==> src/rtl/if_fetch_unit.sv <==
// Instruction fetch unit: drives the instruction memory address, holds one fetched word for decode,
// and supports redirects. Optional halt detection is enabled by defining IF_HALT_DETECT_EN.
module if_fetch_unit #(
  parameter logic [31:0] RESET_PC    = 32'h0000_0000,
  parameter logic [5:0]  HALT_OPCODE = 6'b111111
) (
  input  logic        CLK,
  input  logic        Reset,
  output logic [31:0] PC_out,
  input  logic [31:0] IS_in,
  output logic [31:0] IR_out,
  output logic        IR_valid,
  input  logic        IR_ready,
  output logic [31:0] IR_PC4,
  input  logic        Redirect,
  input  logic [31:0] Redirect_PC,
  output logic        Halted
);

  typedef enum logic [1:0] {
    FETCH = 2'd0,
    HOLD  = 2'd1,
    HALT  = 2'd2
  } state_e;

`ifdef IF_HALT_DETECT_EN
  localparam logic HALT_EN = 1'b1;
`else
  localparam logic HALT_EN = 1'b0;
`endif

  state_e      state_q, state_d;
  logic [31:0] pc_q, pc_d;
  logic [31:0] ir_q, ir_d;
  logic [31:0] ir_pc4_q, ir_pc4_d;
  logic        ir_valid_q, ir_valid_d;
  logic        halted_q, halted_d;

  logic [31:0] pc_plus4_s;
  logic        handshake_s;
  logic        halt_hit_s;
  logic        unused_redirect_lsb_s;

  assign pc_plus4_s  = pc_q + 32'd4;
  assign handshake_s = ir_valid_q & IR_ready;
  // Halt is recognised on the held word only when it is being consumed.
  assign halt_hit_s  = HALT_EN & (ir_q[31:26] == HALT_OPCODE);
  assign unused_redirect_lsb_s = ^Redirect_PC[1:0];

  // Next-state and next-output computation.
  always_comb begin
    state_d    = state_q;
    pc_d       = pc_q;
    ir_d       = ir_q;
    ir_pc4_d   = ir_pc4_q;
    ir_valid_d = ir_valid_q;
    halted_d   = halted_q;

    if (Redirect) begin
      pc_d       = {Redirect_PC[31:2], 2'b00};
      ir_valid_d = 1'b0;
      halted_d   = 1'b0;
      state_d    = FETCH;
    end else begin
      case (state_q)
        FETCH: begin
          ir_d       = IS_in;
          ir_pc4_d   = pc_plus4_s;
          pc_d       = pc_plus4_s;
          ir_valid_d = 1'b1;
          state_d    = HOLD;
        end
        HOLD: begin
          if (handshake_s && halt_hit_s) begin
            ir_valid_d = 1'b0;
            halted_d   = 1'b1;
            state_d    = HALT;
          end else if (handshake_s) begin
            ir_d       = IS_in;
            ir_pc4_d   = pc_plus4_s;
            pc_d       = pc_plus4_s;
            ir_valid_d = 1'b1;
            state_d    = HOLD;
          end else begin
            state_d = HOLD;
          end
        end
        HALT: begin
          state_d = HALT;
        end
        default: begin
          ir_valid_d = 1'b0;
          halted_d   = 1'b0;
          state_d    = FETCH;
        end
      endcase
    end
  end

  // State and output registers with asynchronous reset.
  always_ff @(posedge CLK or negedge Reset) begin
    if (!Reset) begin
      state_q    <= FETCH;
      pc_q       <= RESET_PC;
      ir_q       <= 32'h0000_0000;
      ir_pc4_q   <= 32'h0000_0000;
      ir_valid_q <= 1'b0;
      halted_q   <= 1'b0;
    end else begin
      state_q    <= state_d;
      pc_q       <= pc_d;
      ir_q       <= ir_d;
      ir_pc4_q   <= ir_pc4_d;
      ir_valid_q <= ir_valid_d;
      halted_q   <= halted_d;
    end
  end

  assign PC_out   = pc_q;
  assign IR_out   = ir_q;
  assign IR_PC4   = ir_pc4_q;
  assign IR_valid = ir_valid_q;
  assign Halted   = halted_q & HALT_EN;

endmodule

==> config.mk <==
export PLATFORM = sky130hd
export DESIGN_NAME = if_fetch_unit
export DESIGN_NICKNAME = d
export VERILOG_FILES = /design/src/rtl/if_fetch_unit.sv
export SDC_FILE = /design/constraint.sdc
export NUM_CORES = 1
export LEC_CHECK = 0
export CAP_MARGIN = 20
export CORE_AREA = 2 2 126 128
export DETAILED_ROUTE_END_ITERATION = 8
export DIE_AREA = 0 0 128 130
export GPL_ROUTABILITY_DRIVEN = 0
export MAX_ROUTING_LAYER = met4
export SYNTH_ARGS = -nofsm -noshare
export SYNTH_HDL_FRONTEND = slang
export SYNTH_SLANG_ARGS = --single-unit
==> constraint.sdc <==
create_clock -name CLK -period 2.4 [get_ports CLK]
set_clock_uncertainty 0.1 [all_clocks]
set_input_delay 0.6 -clock CLK [delete_from_list [all_inputs] [get_ports CLK]]
set_output_delay 0.6 -clock CLK [all_outputs]
set_load 0.05 [all_outputs]
# == Yosys cells after proc, flatten, opt, wreduce, memory -nomap -nowiden ==
# Cells that the tools add are included.
# totals
regBits,99
wordCells,30
inputBits,68
output_inout_bits,98
# classes
add_sub_neg,1
n_bitwise,2
mux,10
eq_ne,5
reduce_logical,7
# op_table
operator,n
32-bit case mux with 2 select lines,2
32-bit two-way mux,3
"32-bit by 3-bit adder with 32-bit output, second input constant",1
"2-bit != test, second input constant",2
2-bit case mux with 2 select lines,1
2-bit AND reduction,2
"3-bit != test, second input constant",1
1-bit case mux with 3 select lines,1
3-bit AND reduction,1
3-bit nonzero test,1
"2-bit by 1-bit equality test with 1-bit output, second input constant",1
"2-bit equality test, second input constant",1
2-bit zero test,1
1-bit two-way mux,2
2-bit two-way mux,1
2-bit nonzero test,1
2-bit OR reduction,1
1-bit AND,1
1-bit inverter,1

# == Logic depth before layout (Yosys ltp) ==
# depth
depth_word,4
depth_mapped,7
mapped_depth_nobuf,6

# == Worst setup path before layout ==
# No wires, ideal clock.
# synth_timing
kind,register to register
from,"register pc_q[9], in the netlist PC_out[9]"
to,"register pc_q[24], in the netlist PC_out[24]"
arrival_ps,2307
setup_time_ps,69
n_path_buf,2
path_slack_ps,-76
t_required_ps,2231
period_less_slack_ps,2476
stages_incl_launch_ff,8
cell_sequence,dfrtp_1 buf_2 nand4_2 or3_1 buf_2 or4_4 or3_1 nand3_1
# synth_via
elab_chain_len,4
# synth_lines
element,line_no,source
from (decl),33,"logic [31:0] pc_q, pc_d;"
from (signal assigned),111,pc_q <= pc_d;
32-bit by 3-bit adder with 32-bit output (*),44,assign pc_plus4_s = pc_q + 32'd4;
32-bit two-way mux,78,end else if (handshake_s) begin
32-bit case mux with 2 select lines (*),65,case (state_q)
32-bit two-way mux (*),59,if (Redirect) begin
# Mark *: on every way between the ends. The rest lies on a longest branch, timed or not. The select of a mux whose other input is x is not followed.
# A chain may end at the register's enable or synchronous reset.

# == Worst setup path after layout ==
# layout_timing
from,"register pc_q[12], in the netlist PC_out[12]"
to,output port PC_out[12]
# layout_lines
element,line_no,source
to (decl),9,"output logic [31:0] PC_out,"
# No word-level cell between the ends.

==> results by stage <==
Detailed routing:
- The detailed router placed between 4000 and 5000 vias in this run.
- The number of remaining DRC errors is 0.
- Dividing the detail-routed wire length by the instance count gives approximately 15 um.
- The number of nets still failing antenna checks after routing is 0.
- In this run, the number of DRC markers left after iteration 0 of detailed routing was 214.
- In the routed layout, each cell is associated on average with a via count of around 4.7.
- The routed design has 13.19 mm of wire.
- The number of detailed-routing iterations run before antenna repair is 4.

Finish:
- The number of antenna diodes in the final layout is 0.
- The share of final-layout standard cells stronger than drive strength 1 is under 10%.
- The total non-filler cell area in the finished layout is 0.006734 sq mm.
- The post-layout net count is 738.
- The utilization after layout is 43.66%.
- From synthesis to final layout, the design area changed by 49.38%.

Clocking:
- The number of CTS-inserted buffers is 9.
- The hold buffer count at CTS is 0.
- The clock root buffer master is sky130_fd_sc_hd__clkbuf_16.
- The clock tree from TritonCTS is done.
- At the later pin of the worst-skew pair, clock insertion delay measures 0.34 ns.
- Clock tree synthesis found a total of 95 sinks.
- The maximum clock insertion buffer count is 2.
- The clock-pin slew on the worst setup and hold paths is ~0.07 ns.
- The H-tree level count is 3.

Worst setup path:
- For the worst setup path, the data required time is 1.70 ns.
- The worst setup path is captured at an output pin.
- The maximum fanout count along the critical path is 5.
- The critical path is of the reg2out type.
- Traced cell by cell, the critical path runs through clkdlybuf4s50_1.
- For this design, the slowest cell found on the critical path is sky130_fd_sc_hd__clkdlybuf4s50_1.
- STA classifies the critical path startpoint as a flop.
- The largest single stage delay on the critical path is approximately 0.85 ns.
- The kind of cell with the highest combined delay along the critical path is buffers and inverters.
- At the worst endpoint, the arrival time is 1.67 ns.
- The sum of buffers and inverters on the critical path is 1.

Logic synthesis:
- The Yosys step of the flow raised 0 warnings.
- For this run, the leading register cell type out of synthesis is sky130_fd_sc_hd__dfrtp_1.
- Synthesis inferred 95 register bits.
- The largest area contributor in the synthesized netlist is sky130_fd_sc_hd__dfrtp_1.
- The share of the synthesized area in the top cell type is 52.73%.
- The commonest cells after synthesis are sky130_fd_sc_hd__nand2_1, sky130_fd_sc_hd__dfrtp_1, sky130_fd_sc_hd__o21ai_0.
- The number of enable flip-flop cells after synthesis is 0.
- In this run the mean area of a mapped cell was roughly 8.8 sq um.
- For this run, the register share of the synthesized area comes to 52.73%.
- Synthesis instantiated 36 different standard cells from the library.
- In the synthesized netlist, the number of instances is around 500.
- The most used standard cell by instance count after synthesis is sky130_fd_sc_hd__nand2_1.
- Ranked by total cell area, the synthesized netlist is headed by sky130_fd_sc_hd__dfrtp_1, sky130_fd_sc_hd__nand2_1, sky130_fd_sc_hd__xor2_1.
- The mapped netlist covers ~0.0045 sq mm.
- In the synthesized netlist the async set-or-reset flop fraction comes to 100.0%.

Timing:
- The count of final hold-check violations came to 0.
- Setup violations remaining at the end of the flow were counted as 0.
- Setup slack on the critical path of the routed design comes to between 0.03 and 0.04 ns.
- The post-route minimum period is 2.369 ns.
- Based on the critical path, the design can be clocked at up to ~0.42 GHz.
- The worst path uses between 90% and 100% of the clock period.
- Setup repair after global routing left no endpoint under its margin.
- The normalized max-slew margin is 28.11%.
- At the pin with the least slew margin, the transition time is 1.072 ns.
- The max-slew violation count came to 0.

Place:
- Prior to clock tree synthesis, the placed netlist has a worst setup slack of -0.2255 ns.
- Once detailed placement completed, the half-perimeter wirelength came to about 10 mm.
- The number of buffers added on ports is 158.
- The total cell area at the placement stage is around 0.0064 sq mm.

Die:
- The initial cell density of the core is 29.23%.
- The number of rows created at floorplan is 46.
- The die covers 0.01664 sq mm.
- The die is ~130 um tall.
- The area of the core is 0.01542 sq mm.
- In this run the horizontal extent of the chip is 128 um.
- For this design the top-level I/O count stands at around 170.

Run status:
- The flow ran to the end, and the final reports show no timing, DRC or antenna violations.

Pwr:
- The power per unit of standard cell area is 792.3 mW/mm^2.
- The leakage power is 0.002955 uW.
- The sum of internal, switching and leakage power is between 5000 and 6000 uW.
- The worst-case IR drop observed on VDD is 377.5 uV.

Global routing:
- The total overflow left after global routing is 0.
- Entering global routing, the biggest net connects 62 pins.
- Global routing used 16.66% of the available tracks across all layers.
- The initial antenna violation count is 0.
- The via count of the first global-routing pass is 4010.
- The first global-routing pass estimated about 21 mm of wire.

Job:
- The tool flagged a number of max-cap violations equal to 0.

Min path:
- The class of the most critical hold timing path is in2async.
==> worst paths after layout <==
| kind | start | to | slack, ns | cells after the start |
|---|---|---|---|---|
| max | PC_out[12] | PC_out[12] | 0.03 | 1 |
| min | Reset | IR_PC4[6] | 0.11 | 1 |
| max reg2reg | PC_out[15] | PC_out[24] | 0.21 | 5 |
| min reg2reg | IR_out[6] | IR_out[6] | 0.37 | 2 |
| max in group asynchronous | Reset | IR_out[27] | 1.41 | 2 |
| min in group CLK | IR_out[6] | IR_out[6] | 0.37 | 2 |
==> cells in the final DEF (no fill, tap or decap), types with 2 or more instances in the layout <==
master	Yosys	layout
sky130_fd_sc_hd__clkbuf_1	26	3
sky130_fd_sc_hd__dlymetal6s2s_1	0	7
sky130_fd_sc_hd__or2_2	2	2
sky130_fd_sc_hd__buf_12	0	5
sky130_fd_sc_hd__clkdlybuf4s50_1	0	136
sky130_fd_sc_hd__xnor2_1	19	19
sky130_fd_sc_hd__nor2_1	14	14
sky130_fd_sc_hd__bufinv_16	0	3
sky130_fd_sc_hd__and3_1	5	5
sky130_fd_sc_hd__nand2_1	180	180
sky130_fd_sc_hd__nand3_1	18	18
sky130_fd_sc_hd__dfrtp_1	95	92
sky130_fd_sc_hd__and4_1	3	3
sky130_fd_sc_hd__nor4_2	1	2
sky130_fd_sc_hd__nor4_1	5	4
sky130_fd_sc_hd__xor2_1	34	34
sky130_fd_sc_hd__nand4_1	14	14
sky130_fd_sc_hd__inv_1	3	3
sky130_fd_sc_hd__or3_1	2	2
sky130_fd_sc_hd__o21ai_0	55	55
sky130_fd_sc_hd__dfrtp_2	0	3
sky130_fd_sc_hd__buf_4	5	29
sky130_fd_sc_hd__conb_1	1	5
sky130_fd_sc_hd__o221ai_1	2	2
sky130_fd_sc_hd__mux2i_1	2	2
sky130_fd_sc_hd__clkbuf_16	0	9
sky130_fd_sc_hd__nor3_1	8	7
==> stage by stage <==
stage          setup TNS, ns  std cells  hold slack (ns)
2_1_floorplan              0        516           0.2044
3_5_place_dp          -5.182        850           0.3616
4_1_cts                    0        866           0.1178
6_report                   0        866           0.1089
5_1_grt                    0        866           0.1382
3_3_place_gp          -1.618        850           0.3576
==> flip-flops by register name (all words and copies together), names as in the netlist <==
name and flops:
state_q 2, PC_out 30, IR_valid 1, IR_PC4 30, IR_out 32
==> routing by layer <==
metal | vias up | track usage, % | wire (um)
li1 | 1988 | - | -
met1 | 1914 | 20.99 | 5859
met2 | 113 | 26.83 | 6420
met3 | 25 | 2.788 | 570
met4 | 0 | 6.852 | 342
met5 | - | - | 0
==> power breakdown <==
group,switching [uW],internal (uW)
sequential,181,1810
clock,595,1020
combinational,1140,596
total,1910,3420
==> final cells by class <==
type / count / area [sq um]
flip-flops and latches: 95 / 2381
multi-input cells: 381 / 1989
fillers: 1511 / 8691
clock buffers: 12 / 236.5
inverters: 3 / 11.26
clock inverters: 4 / 95.09
well taps: 192 / 240.2
repair buffers: 179 / 1780
==> logic make-up after synthesis <==
| logic type | share of synthesized area (%) |
|---|---|
| multiplexers | 0.4441 |
| other | 0.08318 |
| buffers and inverters | 3.885 |
| XOR/XNOR | 10.30 |
| AO/OA/AOI/OAI | 7.161 |
| AND/OR/NAND/NOR | 25.12 |
| adder cells (fa/ha/maj) | 0.2775 |
| flip-flops | 52.73 |
==> timing repair <==
action	in CTS	in global routing
buffers inserted	0	0
endpoints found under the setup margin	1	7
gates resized for setup	1	7
No activity file was read; power rests on OpenSTA's default activity.
